$ cat config.mk
export PLATFORM = sky130hd
export DESIGN_NAME = instr_fetch
export DESIGN_NICKNAME = d
export VERILOG_FILES = /design/src/rtl/instr_fetch_pkg.sv /design/src/rtl/instr_fetch.sv
export SDC_FILE = /design/constraint.sdc
export NUM_CORES = 1
export LEC_CHECK = 0
export BUFFER_PORTS_ARGS = -buffer_cell sky130_fd_sc_hd__clkbuf_2
export CORE_UTILIZATION = 40
export CTS_CLUSTER_DIAMETER = 150
export CTS_CLUSTER_SIZE = 30
export DETAILED_ROUTE_END_ITERATION = 10
export PLACE_DENSITY_LB_ADDON = 0.25
export SETUP_SLACK_MARGIN = 0.1
export SLEW_MARGIN = 10
export SYNTH_ARGS = -nofsm -noshare
export SYNTH_HDL_FRONTEND = slang
export SYNTH_SLANG_ARGS = --single-unit
$ cat constraint.sdc
create_clock -name clk -period 1.71 [get_ports clk]
set_clock_uncertainty 0.15 [all_clocks]
set_input_delay 0.0855 -clock clk [delete_from_list [all_inputs] [get_ports clk]]
set_output_delay 0.0855 -clock clk [all_outputs]
set_load 0.03 [all_outputs]
$ cat src/rtl/instr_fetch_pkg.sv
// Shared constants and types for the instruction fetch front end.
// Imported by instr_fetch and anything that talks to its decode interface.
package instr_fetch_pkg;

  localparam int unsigned XLEN        = 32;
  localparam int unsigned DEF_PC_STEP = 4;

  localparam logic [XLEN-1:0] DEF_RESET_PC = '0;
  localparam logic [XLEN-1:0] NOP_INSTR    = '0;

  // One fetched instruction together with the byte address it came from.
  typedef struct packed {
    logic [XLEN-1:0] instr;
    logic [XLEN-1:0] pc;
  } fetch_slot_t;

  function automatic logic is_misaligned(input logic [XLEN-1:0] addr);
    return addr[1:0] != 2'b00;
  endfunction

endpackage

$ cat src/rtl/instr_fetch.sv
// Instruction fetch: owns the PC, drives the synchronous instruction memory and
// presents instructions to decode through a valid/stall handshake with a skid buffer.
module instr_fetch
  import instr_fetch_pkg::*;
#(
  parameter logic [XLEN-1:0] RESET_PC = DEF_RESET_PC,
  parameter int unsigned     PC_STEP  = DEF_PC_STEP
) (
  input  logic            clk,
  input  logic            rst_n,
  output logic [XLEN-1:0] imem_addr,
  input  logic [XLEN-1:0] imem_data,
  input  logic            stall,
  input  logic            redirect,
  input  logic [XLEN-1:0] redirect_pc,
  output logic [XLEN-1:0] instr,
  output logic [XLEN-1:0] instr_pc,
  output logic            instr_valid,
  output logic            misalign_err
);

  logic [XLEN-1:0] pc_q, pc_d;
  logic [XLEN-1:0] f_pc_q, f_pc_d;
  logic            f_valid_q, f_valid_d;
  fetch_slot_t     hold_q, hold_d;
  logic            hold_valid_q, hold_valid_d;
  logic            misalign_q, misalign_d;

  always_ff @(posedge clk or negedge rst_n) begin
    if (!rst_n) begin
      pc_q         <= RESET_PC;
      f_pc_q       <= '0;
      f_valid_q    <= 1'b0;
      hold_q       <= '0;
      hold_valid_q <= 1'b0;
      misalign_q   <= 1'b0;
    end else begin
      pc_q         <= pc_d;
      f_pc_q       <= f_pc_d;
      f_valid_q    <= f_valid_d;
      hold_q       <= hold_d;
      hold_valid_q <= hold_valid_d;
      misalign_q   <= misalign_d;
    end
  end

  // Redirect beats stall; while stalled the memory word in flight is parked in
  // the hold buffer because the memory will not return it again.
  always_comb begin
    pc_d         = pc_q;
    f_pc_d       = f_pc_q;
    f_valid_d    = f_valid_q;
    hold_d       = hold_q;
    hold_valid_d = hold_valid_q;
    misalign_d   = misalign_q;
    if (redirect) begin
      pc_d         = {redirect_pc[XLEN-1:2], 2'b00};
      f_valid_d    = 1'b0;
      hold_valid_d = 1'b0;
      misalign_d   = misalign_q | is_misaligned(redirect_pc);
    end else if (stall) begin
      f_valid_d = 1'b0;
      if (!hold_valid_q && f_valid_q) begin
        hold_d.instr = imem_data;
        hold_d.pc    = f_pc_q;
        hold_valid_d = 1'b1;
      end
    end else begin
      f_pc_d       = pc_q;
      f_valid_d    = 1'b1;
      pc_d         = pc_q + XLEN'(PC_STEP);
      hold_valid_d = 1'b0;
    end
  end

  always_comb begin
    instr    = NOP_INSTR;
    instr_pc = '0;
    if (hold_valid_q) begin
      instr    = hold_q.instr;
      instr_pc = hold_q.pc;
    end else if (f_valid_q) begin
      instr    = imem_data;
      instr_pc = f_pc_q;
    end
  end

  assign instr_valid  = hold_valid_q | f_valid_q;
  assign imem_addr    = pc_q;
  assign misalign_err = misalign_q;

endmodule

==> summary.txt <==
DRT
------------------------------------------------------------------------------------
Post-detailed-route count of antenna-violating nets                                0
Total length of routed wires                                                 21.8 mm
Overall via count from detail_route                                             5575
DRC Markers                                                                        0
Initial DRT Pass Iterations                                                        4
Avg Vias per Cell                                                               5.47
Routed length per placed instance                                            21.4 um
DRC violation total after the first TritonRoute iteration                        286

PWR
------------------------------------------------------------------------------------
Clock network fraction of total power                                          33.4%
Sequential Power Share                                                         38.9%
Combinational group share of total power                                       27.8%
Static leakage power                                                         4.87 nW
Maximum ir drop on the vdd rail                                             0.837 mV
Internal power consumption                                                   7.51 mW
Switching power summed over all nets                                         3.00 mW
Total power divided by cell area                                          988 nW/um2
Net Sw Frac                                                                    28.5%

CTS
------------------------------------------------------------------------------------
Skew-Pair Late Insertion Delay                                               0.42 ns
Sink count of the clock tree                                                     125
Root Buffer                                                             sky130_fd_sc_hd__clkbuf_16
CTS tree                                                                         yes
Total number of H-tree levels                                                      4
CTS Buffer Depth                                                                   2
Clk pin slew, worst setup/hold paths                                         0.05 ns
TritonCTS buffer count                                                            17

LOGIC SYNTHESIS
------------------------------------------------------------------------------------
Cell type with the highest aggregate area in the netlist                sky130_fd_sc_hd__dfrtp_1
Library cell with the highest instance count after synthesis            sky130_fd_sc_hd__dfrtp_1
Commonest cells post-synth                                              125 x sky130_fd_sc_hd__dfrtp_1, 92 x sky130_fd_sc_hd__mux2_2, 61 x sky130_fd_sc_hd__a22o_1, 27 x sky130_fd_sc_hd__clkbuf_1, 24 x sky130_fd_sc_hd__nand2_1
Library cells used by synthesis                                                   38
Fraction of the yosys area taken by sequential cells                           53.2%
Async set-reset flop share out of synthesis                                     100%
Leading cell types by total area after synthesis                        sky130_fd_sc_hd__dfrtp_1 53%, sky130_fd_sc_hd__mux2_2 18%, sky130_fd_sc_hd__a22o_1 9.1%, sky130_fd_sc_hd__a31oi_1 1.8%, sky130_fd_sc_hd__clkbuf_1 1.7%
Count of synthesis-stage warnings from yosys                                       0
Register bit total from synthesis                                                125
Post-synth top area share                                                      53.2%
Post-Syn Area per Cell                                                      12.1 um2
Post-synthesis cell count                                                        487
Area of the mapped netlist                                                  5880 um2
Number of synthesized flops with an enable pin                                     0
Top FF cell, synth                                                      sky130_fd_sc_hd__dfrtp_1

PLACE
------------------------------------------------------------------------------------
Pre-CTS setup slack                                                        -0.214 ns
Placed Instances                                                                 856
Weighted congestion at the end of routability-driven global placement          0.847
Port Buf Inserts                                                                 161
HPWL reported at the end of detailed placement                               11.2 mm

STA
------------------------------------------------------------------------------------
Pins over their slew limit                                                         0
Final-report hold violation count                                                  0
Final setup fails                                                                141
Achievable frequency                                                       0.508 GHz
Final worst-path cycle share                                                    115%
RSZ-0062 raised after global routing                                             yes
Crit path setup slack, layout                                              -0.257 ns
Post-layout minimum cycle time                                               1.97 ns
WHS                                                                        0.0313 ns

FINISH
------------------------------------------------------------------------------------
Total Nets Final                                                                 894
Post-synthesis to final-layout area growth                                     81.0%
Filler cell count in the final layout                                            880
Flip-flop and latch area                                                    3150 um2
Post-layout instance count excluding filler cells                               1019
Share of post-route cells with drive strength above 1                          53.6%
Multi-input combinational cell area                                         2980 um2

GLOBAL ROUTING
------------------------------------------------------------------------------------
Total global routing overflow                                                      0
Via count of the first global-routing pass                                      5709
Wire length of the first global-routing pass                                 29.9 mm
Maximum number of pins on one net before global-route repair                      36
Antenna violations before repair                                                   1
Total Routing Usage GR                                                         26.6%

STATUS
------------------------------------------------------------------------------------
Violated checks                                                         setup timing
Result of the run                                                       finished with violations

DIE
------------------------------------------------------------------------------------
Placeable core area                                                        14100 um2
Number of core rows                                                               43
Initial Utilization                                                            41.7%
Number of top-level pins                                                         166
Width of the chip                                                             123 um
Die area                                                                   15200 um2
Y dimension of the die                                                        123 um

CRITICAL PATH
------------------------------------------------------------------------------------
Critical path data required time                                             1.47 ns
Critical Path Source Type                                                   register
Maximum fanout encountered on the critical timing path                             8
Arrival time at the worst endpoint                                           1.73 ns
Critical path endpoint category                                          output port
Critical path start-end classification                                       reg2out
Register-to-register setup slack                                            -0.22 ns

FLOW RUN
------------------------------------------------------------------------------------
Maxcap violations                                                                  0

MIN PATH
------------------------------------------------------------------------------------
Worst min-delay path class                                                  in2async

## registers in the layout, summed over array words and instances, names as in the netlist
signal and count:
imem_addr 30, hold_q 62, f_valid_q 1, hold_valid_q 1
misalign_err 1, f_pc_q 30
## metal layers
metal | track usage (%) | vias to the layer above | share of wire (%)
li1 | - | 2502 | -
met2 | 47.5 | 191 | 53
met3 | 5.17 | 40 | 4.4
met5 | 0 | - | 0
met4 | 10.7 | 0 | 3.0
met1 | 31.3 | 2842 | 40
## cell usage in the layout (no fill, tap or decap), types with 3 or more instances in the layout
master	count
sky130_fd_sc_hd__or3_1	9
sky130_fd_sc_hd__nand2_1	23
sky130_fd_sc_hd__dfrtp_2	18
sky130_fd_sc_hd__clkbuf_1	4
sky130_fd_sc_hd__nand3_1	8
sky130_fd_sc_hd__clkinv_2	6
sky130_fd_sc_hd__buf_6	11
sky130_fd_sc_hd__mux2_4	62
sky130_fd_sc_hd__o31ai_1	8
sky130_fd_sc_hd__dfrtp_1	107
sky130_fd_sc_hd__o21ai_1	4
sky130_fd_sc_hd__clkbuf_2	97
sky130_fd_sc_hd__xor2_1	7
sky130_fd_sc_hd__buf_4	73
sky130_fd_sc_hd__a22o_1	49
sky130_fd_sc_hd__dlygate4sd3_1	79
sky130_fd_sc_hd__buf_12	17
sky130_fd_sc_hd__and3_1	4
sky130_fd_sc_hd__mux2_2	30
sky130_fd_sc_hd__inv_1	5
sky130_fd_sc_hd__nand4_1	9
sky130_fd_sc_hd__buf_16	8
sky130_fd_sc_hd__o21ai_0	15
sky130_fd_sc_hd__o211ai_1	3
sky130_fd_sc_hd__a22o_4	12
sky130_fd_sc_hd__clkbuf_16	27
sky130_fd_sc_hd__or4_1	8
sky130_fd_sc_hd__clkbuf_8	29
sky130_fd_sc_hd__conb_1	4
sky130_fd_sc_hd__a31oi_1	17
sky130_fd_sc_hd__buf_8	38
sky130_fd_sc_hd__nor2_1	16
## area by class of cell
cell class | instances | share of cell area (%)
clock buffer | 24 | 4.53
multi-input combinational | 317 | 28.0
tap | 180 | 2.12
clock inverter | 8 | 0.847
timing repair buffer | 359 | 34.7
antenna | 1 | 0.0235
sequential | 125 | 29.6
inverter | 5 | 0.176
## through the flow
stage	cell area [um2]	util [%]	setup TNS [ns]	power [mW]
4_1_cts	10100	71.5	-13.61	10.3
3_5_place_dp	7670	54.4	-1.70	6.29
3_3_place_gp	7670	54.4	-0.897	6.19
6_report	10600	75.5	-21.72	10.5
2_1_floorplan	6300	-	-1.97	5.52
5_1_grt	10600	75.5	-30.47	10.9
## power by group through the flow
stage | combinational (mW) | sequential, mW | clock [mW]
floorplan | 1.40 | 4.11 | 0
global placement | 2.18 | 4.01 | 0
detailed placement | 2.23 | 4.06 | 0
CTS | 2.69 | 4.02 | 3.55
global route | 3.09 | 4.16 | 3.70
finish | 2.92 | 4.09 | 3.51
## worst max-delay path: stages, from the launching register on
cell	delay (ns)
sky130_fd_sc_hd__dfrtp_2	0.43
sky130_fd_sc_hd__nor2b_4	0.19
sky130_fd_sc_hd__buf_12	0.18
sky130_fd_sc_hd__clkbuf_16	0.16
sky130_fd_sc_hd__a22o_1	0.17
sky130_fd_sc_hd__clkbuf_8	0.17
## what timing repair did
| action | CTS | global route |
|---|---|---|
| endpoints found under the setup margin | 137 | 167 |
| gates resized for setup | 149 | 65 |
| hold endpoints to repair | 189 | 0 |
| setup buffers | 23 | 6 |
| cloned | 8 | 14 |
| pin swaps | 11 | 18 |
| hold buffers | 79 | 0 |
## kinds of logic (layout without fill, tap and decap cells)
logic type / after synthesis / after routing / share of synthesized area, %
flip-flops: 125 / 125 / 53.2
AO/OA/AOI/OAI: 110 / 110 / 14.2
AND/OR/NAND/NOR: 100 / 100 / 9.60
adder cells (fa/ha/maj): 1 / 1 / 0.213
other: 1 / 5 / 0.0638
buffers and inverters: 48 / 396 / 3.56
XOR/XNOR: 9 / 9 / 1.34
multiplexers: 93 / 93 / 17.8
## path summary, 6_finish.rpt
| check | start | endpoint | depth (start not counted) |
|---|---|---|---|
| max | hold_valid_q | instr[16] | 5 |
| min | rst_n | hold_q[4] | 2 |
| max reg2reg | hold_valid_q | hold_q[46] | 7 |
| min reg2reg | misalign_err | misalign_err | 1 |
| max in group asynchronous | rst_n | imem_addr[6] | 3 |
| min in group clk | stall | imem_addr[3] | 4 |
Note: power is estimated with default switching activity, not from simulation.
